File: config.mk
export PLATFORM = sky130hd
export DESIGN_NAME = prog_loader
export DESIGN_NICKNAME = d
export VERILOG_FILES = /design/src/rtl/prog_loader.sv
export SDC_FILE = /design/constraint.sdc
export NUM_CORES = 1
export LEC_CHECK = 0
export BUFFER_PORTS_ARGS = -buffer_cell sky130_fd_sc_hd__clkbuf_2
export CAP_MARGIN = 20
export CORE_ASPECT_RATIO = 1.5
export CORE_UTILIZATION = 50
export DETAILED_ROUTE_END_ITERATION = 7
export GPL_TIMING_DRIVEN = 0
export PLACE_DENSITY = 0.8
export SLEW_MARGIN = 30
export SYNTH_ARGS = -nofsm -noshare
export SYNTH_HDL_FRONTEND = slang
export SYNTH_SLANG_ARGS = --single-unit
File: constraint.sdc
create_clock -name clk -period 2 [get_ports clk]
set_input_delay 0.3 -clock clk [delete_from_list [all_inputs] [get_ports clk]]
set_output_delay 0.3 -clock clk [all_outputs]
set_load 0.1 [all_outputs]
File: src/rtl/prog_loader.sv
// ---------------------------------------------------------------------------
// prog_loader
// Receives a framed program image over a byte stream and writes it into the
// CPU program memory, holding the CPU in reset until a complete frame has
// been loaded.
//
// Frame: 0xA5, N, N data bytes[, checksum = XOR of the data bytes]
//
// Build option:
//   PROG_LOADER_CHECKSUM_EN  defined   -> trailing checksum byte expected and
//                                         checked before the CPU is released
//                            undefined -> no checksum byte; the CPU is released
//                                         right after the N-th data byte
//
// Parameters:
//   MEM_DEPTH  number of 8-bit program words (2..256)
//   ADDR_W     program memory address width (2**ADDR_W >= MEM_DEPTH)
//   TIMEOUT    maximum idle cycles between bytes inside a frame (1..65535)
//
// Ports:
//   clk        in   clock, rising edge
//   reset      in   synchronous active-high reset
//   rx_data    in   incoming byte
//   rx_valid   in   rx_data valid
//   rx_ready   out  loader accepts a byte (transfer = rx_valid & rx_ready)
//   mem_we     out  program memory write strobe
//   mem_addr   out  program memory write address
//   mem_wdata  out  program memory write data
//   cpu_reset  out  CPU reset, low only while the loaded program runs
//   load_done  out  one-cycle pulse on a successful load
//   load_err   out  one-cycle pulse on an aborted load
// ---------------------------------------------------------------------------
module prog_loader #(
   parameter int unsigned MEM_DEPTH = 16,
   parameter int unsigned ADDR_W    = 4,
   parameter int unsigned TIMEOUT   = 255
) (
   input  logic              clk,
   input  logic              reset,
   input  logic [7:0]        rx_data,
   input  logic              rx_valid,
   output logic              rx_ready,
   output logic              mem_we,
   output logic [ADDR_W-1:0] mem_addr,
   output logic [7:0]        mem_wdata,
   output logic              cpu_reset,
   output logic              load_done,
   output logic              load_err
);

   localparam int unsigned BYTE_W = 8;
   localparam int unsigned TMO_W  = 16;
   localparam logic [BYTE_W-1:0] SYNC_BYTE = 8'hA5;

   typedef enum logic [2:0] {
      S_IDLE = 3'd0,
      S_LEN  = 3'd1,
      S_DATA = 3'd2,
`ifdef PROG_LOADER_CHECKSUM_EN
      S_CSUM = 3'd3,
`endif
      S_RUN  = 3'd4,
      S_ERR  = 3'd5
   } state_t;

   state_t              state_q, state_d;
   logic [BYTE_W-1:0]   len_q, len_d;
   logic [BYTE_W-1:0]   idx_q, idx_d;
   logic [TMO_W-1:0]    tmo_q, tmo_d;
`ifdef PROG_LOADER_CHECKSUM_EN
   logic [BYTE_W-1:0]   csum_q, csum_d;
`endif
   logic                rx_ready_q;
   logic                mem_we_q, mem_we_d;
   logic [ADDR_W-1:0]   mem_addr_q, mem_addr_d;
   logic [BYTE_W-1:0]   mem_wdata_q, mem_wdata_d;
   logic                cpu_reset_q;
   logic                load_done_q, load_done_d;
   logic                load_err_q;

   logic                xfer;
   logic                last_byte;
   logic                tmo_hit;
   logic                len_bad;

   assign xfer      = rx_valid && rx_ready_q;
   assign last_byte = (idx_q + 8'd1) == len_q;
   // Idle cycle that would bring the in-frame counter up to TIMEOUT.
   assign tmo_hit   = (32'(tmo_q) + 32'd1) >= TIMEOUT;
   assign len_bad   = (rx_data == 8'd0) || (32'(rx_data) > MEM_DEPTH);

   // Next-state and datapath update
   always_comb begin
      state_d     = state_q;
      len_d       = len_q;
      idx_d       = idx_q;
      tmo_d       = tmo_q;
`ifdef PROG_LOADER_CHECKSUM_EN
      csum_d      = csum_q;
`endif
      mem_we_d    = 1'b0;
      mem_addr_d  = mem_addr_q;
      mem_wdata_d = mem_wdata_q;
      load_done_d = 1'b0;

      unique case (state_q)
         S_IDLE, S_RUN: begin
            tmo_d = '0;
            if (xfer && rx_data == SYNC_BYTE) begin
               state_d = S_LEN;
            end
         end

         S_LEN: begin
            if (xfer) begin
               tmo_d = '0;
               if (len_bad) begin
                  state_d = S_ERR;
               end else begin
                  len_d   = rx_data;
                  idx_d   = '0;
`ifdef PROG_LOADER_CHECKSUM_EN
                  csum_d  = '0;
`endif
                  state_d = S_DATA;
               end
            end else if (tmo_hit) begin
               tmo_d   = '0;
               state_d = S_ERR;
            end else begin
               tmo_d = tmo_q + 16'd1;
            end
         end

         S_DATA: begin
            if (xfer) begin
               tmo_d       = '0;
               mem_we_d    = 1'b1;
               mem_addr_d  = ADDR_W'(idx_q);
               mem_wdata_d = rx_data;
               idx_d       = idx_q + 8'd1;
`ifdef PROG_LOADER_CHECKSUM_EN
               csum_d      = csum_q ^ rx_data;
               if (last_byte) begin
                  state_d = S_CSUM;
               end
`else
               if (last_byte) begin
                  state_d     = S_RUN;
                  load_done_d = 1'b1;
               end
`endif
            end else if (tmo_hit) begin
               tmo_d   = '0;
               state_d = S_ERR;
            end else begin
               tmo_d = tmo_q + 16'd1;
            end
         end

`ifdef PROG_LOADER_CHECKSUM_EN
         S_CSUM: begin
            if (xfer) begin
               tmo_d = '0;
               if (rx_data == csum_q) begin
                  state_d     = S_RUN;
                  load_done_d = 1'b1;
               end else begin
                  state_d = S_ERR;
               end
            end else if (tmo_hit) begin
               tmo_d   = '0;
               state_d = S_ERR;
            end else begin
               tmo_d = tmo_q + 16'd1;
            end
         end
`endif

         S_ERR: begin
            tmo_d   = '0;
            state_d = S_IDLE;
         end

         default: begin
            state_d = S_IDLE;
         end
      endcase
   end

   // State and output registers; flags are derived from the next state so
   // they line up with the state they describe.
   always_ff @(posedge clk) begin
      if (reset) begin
         state_q     <= S_IDLE;
         len_q       <= '0;
         idx_q       <= '0;
         tmo_q       <= '0;
`ifdef PROG_LOADER_CHECKSUM_EN
         csum_q      <= '0;
`endif
         rx_ready_q  <= 1'b0;
         mem_we_q    <= 1'b0;
         mem_addr_q  <= '0;
         mem_wdata_q <= '0;
         cpu_reset_q <= 1'b1;
         load_done_q <= 1'b0;
         load_err_q  <= 1'b0;
      end else begin
         state_q     <= state_d;
         len_q       <= len_d;
         idx_q       <= idx_d;
         tmo_q       <= tmo_d;
`ifdef PROG_LOADER_CHECKSUM_EN
         csum_q      <= csum_d;
`endif
         rx_ready_q  <= (state_d != S_ERR);
         mem_we_q    <= mem_we_d;
         mem_addr_q  <= mem_addr_d;
         mem_wdata_q <= mem_wdata_d;
         cpu_reset_q <= (state_d != S_RUN);
         load_done_q <= load_done_d;
         load_err_q  <= (state_d == S_ERR);
      end
   end

   assign rx_ready  = rx_ready_q;
   assign mem_we    = mem_we_q;
   assign mem_addr  = mem_addr_q;
   assign mem_wdata = mem_wdata_q;
   assign cpu_reset = cpu_reset_q;
   assign load_done = load_done_q;
   assign load_err  = load_err_q;

endmodule

==> out/results.ini <==
[clock_network]
clk_pin_slew_ps=100
clk_latency_ps=310
cts-root-buf=clkbuf_8
cts.sinks=52
cts.path.max_buffers=2
htreeDepth=2
tritoncts=built
cts_buffers=5
ctsHoldBuffers=0

[placed_design]
placed_cell_area_mm2=0.00295
hpwl_um=4590
gp_congestion=0.891
dpl.cell_count=426
place_ws_ps=-223
port_buffers=26

[power]
leakage_nw=1.31
p_per_area_mw_per_mm2=518
peakVddDrop_mv=0.429

[timing]
finalCriticalPeriod_ps=2040
hold_viol=0
fin_worst_skew_ps=11.4
setup_ws_ps=-40.7
setup_viol=1
max_freq_ghz=0.490
rsz0062_at_grt=yes
drv_slew=0
finalCritPeriodShare_pct=102
max_slew_margin_pct=57.8
worst_pin_slew_ps=633

[die]
coreArea_mm2=0.00516
dieWidth_um=62
num_io_pins=28
dieArea_mm2=0.00570
die_h_um=92
num_rows=32
start_util_pct=52.3

[logic_synthesis]
synth_top_cell_area_share_pct=38.6
async_flop_share_pct=0
synth_area_leaders=dfxtp_1 39%, nand2_1 7.1%, a21oi_1 4.3%
synth_edf_count=0
synth_largest_area_cell=dfxtp_1
synthesis.nets=346
synth_area_mm2=0.00270
syn-instance-count=332
yosysSeqAreaShare_pct=38.6
yosysUniqueCellTypes=60
synth_seq_cells=52
synth_flop_cell=dfxtp_1
ys.warnings.count=0
syn_avg_cell_area_um2=8.13

[drt]
drt-vias-per-instance=5.79
wirelength_um=6850
drt_iter0_drc=118
drc=0
drtPass1Iterations=5
wl_per_cell_um=15.4
vias=2570
ant_nets=0

[cells_and_area]
final_area_mm2=0.00333
final_util_pct=64.5
finalNonFillerCells=444
most-common-layout-cells=50 x nand2_1, 37 x dfxtp_1, 30 x clkbuf_2
syn2layout_area_growth_pct=23.4
antenna_cells=0
fin_nets=389
layout_commonest_cell=nand2_1
fillCellCount=417
drive_gt1_share_pct=26.1

[worst_setup_path]
timing.rr.start=tmo_q[1]$_SDFFE_PP0P_
r2r_slack_ps=-40
path_cells=ha_4, nand3_4, nor3_4, mux2i_2, a2111oi_4, buf_6, nand4_4, a2111oi_4
arrival_ps=2250
crit_path_start_kind=flip-flop
rr_endpoint=state_q[1]$_SDFF_PP0_
crit_top_cell=a2111oi_4
worst-path-max-fanout=6
cp.required_ps=2210
endpoint_kind=flip-flop
cp_slowest_cell=dfxtp_4
slowest_delay_ps=390
reg2reg_depth=8
path_class=flip-flop to flip-flop

[run_status]
violations=negative setup slack
status=complete, but fails checks

[global_route]
grt_pass1_wl_um=10500
overflow=0
grt_usage_pct=24.7
grt_antenna_before_repair=0
grt_pass1_vias=2351
grt_start_max_net_pins=16

[worst_hold_path]
holdPathStages=3
holdPathEnd=mem_wdata[7]$_SDFFE_PP0P_
hold_class=primary input to flip-flop
holdCritStartpoint=rx_data[7]

[run]
maxCapViolCount=0

==> timing repair <==
item,4_1_cts,5_1_grt
buffers inserted,6,4
endpoints found under the setup margin,20,24
resized for setup,17,49
pin swaps,3,11
==> state kept, by name (all words and copies together) (netlist names) <==
| register | count |
|---|---|
| mem_addr | 4 |
| mem_we | 1 |
| len_q | 8 |
| mem_wdata | 8 |
| tmo_q | 16 |
| load_done | 1 |
| cpu_reset | 1 |
| load_err | 1 |
| rx_ready | 1 |
| idx_q | 8 |
| state_q | 3 |
==> logic make-up after synthesis <==
kind of cell | synth area share (%)
and+or+nand+nor | 29.6
AOI/OAI and AO/OA | 19.7
DFF | 38.6
buffers and inverters | 4.08
muxes | 3.75
xor gates and xnor gates | 2.92
adders and majority gates | 1.39
==> metrics by stage <==
step | setup TNS (ps) | power, mW | hold WS, ps
final | -40.7 | 1.73 | 242
after detailed placement | -2750 | 1.12 | 446
after global placement | -1970 | 1.12 | 443
after CTS | -126 | 1.73 | 230
after global routing | -288 | 1.77 | 254
after floorplan | 0 | 1.09 | 436
==> per-layer routing <==
layer	share of wire [%]	GRT usage, %	wire [um]	up-vias
met4	2.7	10.4	186	0
met3	3.0	4.80	208	16
li1	-	-	-	1284
met1	40	28.2	2710	1216
met5	0	0	0	-
met2	55	42.5	3740	54
==> layout make-up <==
type / count / area [um2] / area share (%)
clock buffer: 7 / 86.3 / 2.59
multi-input combinational: 253 / 1720 / 51.6
tap: 68 / 85.1 / 2.55
clock inverter: 1 / 7.51 / 0.225
timing repair buffer: 36 / 213 / 6.38
inverter: 7 / 26.3 / 0.789
buffer: 20 / 126 / 3.79
sequential: 52 / 1070 / 32.0
==> Yosys cell counts, drive strengths merged, types with 4 or more instances <==
master / n
nand4: 6
buf: 6
a211oi: 5
a31oi: 7
nand2b: 5
nor2: 29
o21ai: 8
nor3: 10
nor2b: 5
nand3: 16
a311oi: 4
xor2: 5
inv: 7
mux2i: 9
clkbuf: 14
dfxtp: 52
a21oi: 23
and3: 12
nand2: 51
xnor2: 4
==> power breakdown <==
| group | total, mW | switching [mW] | internal (mW) | leakage, nW |
|---|---|---|---|---|
| logic | 0.0668 | 0.0490 | 0.0179 | 0.837 |
| clock network | 0.627 | 0.345 | 0.282 | 0.0445 |
| registers | 1.03 | 0.000853 | 1.03 | 0.427 |
==> worst max path at each step <==
| stage | slack, ps | to | from |
|---|---|---|---|
| 4_1_cts | -40 | tmo_q[5]$_SDFFE_PP0P_ | tmo_q[0]$_SDFFE_PP0P_ |
| 2_1_floorplan | 3 | state_q[1]$_SDFF_PP0_ | tmo_q[12]$_SDFFE_PP0P_ |
| 6_report | -40 | state_q[1]$_SDFF_PP0_ | tmo_q[1]$_SDFFE_PP0P_ |
| 3_5_place_dp | -220 | cpu_reset$_SDFF_PP1_ | idx_q[0]$_SDFFE_PP0P_ |
| 3_3_place_gp | -180 | cpu_reset$_SDFF_PP1_ | idx_q[0]$_SDFFE_PP0P_ |
| 5_1_grt | -120 | state_q[1]$_SDFF_PP0_ | tmo_q[1]$_SDFFE_PP0P_ |
==> worst max-delay path: cells and delay by family (launching register included) <==
kind                     cells  cell delay (ps)
AO/OA/AOI/OAI                2              700
adder cells (fa/ha/maj)      1              160
buffers and inverters        1              180
flip-flops                   1              390
multiplexers                 1              110
AND/OR/NAND/NOR              3              400
Note: power is estimated with default switching activity, not from simulation.
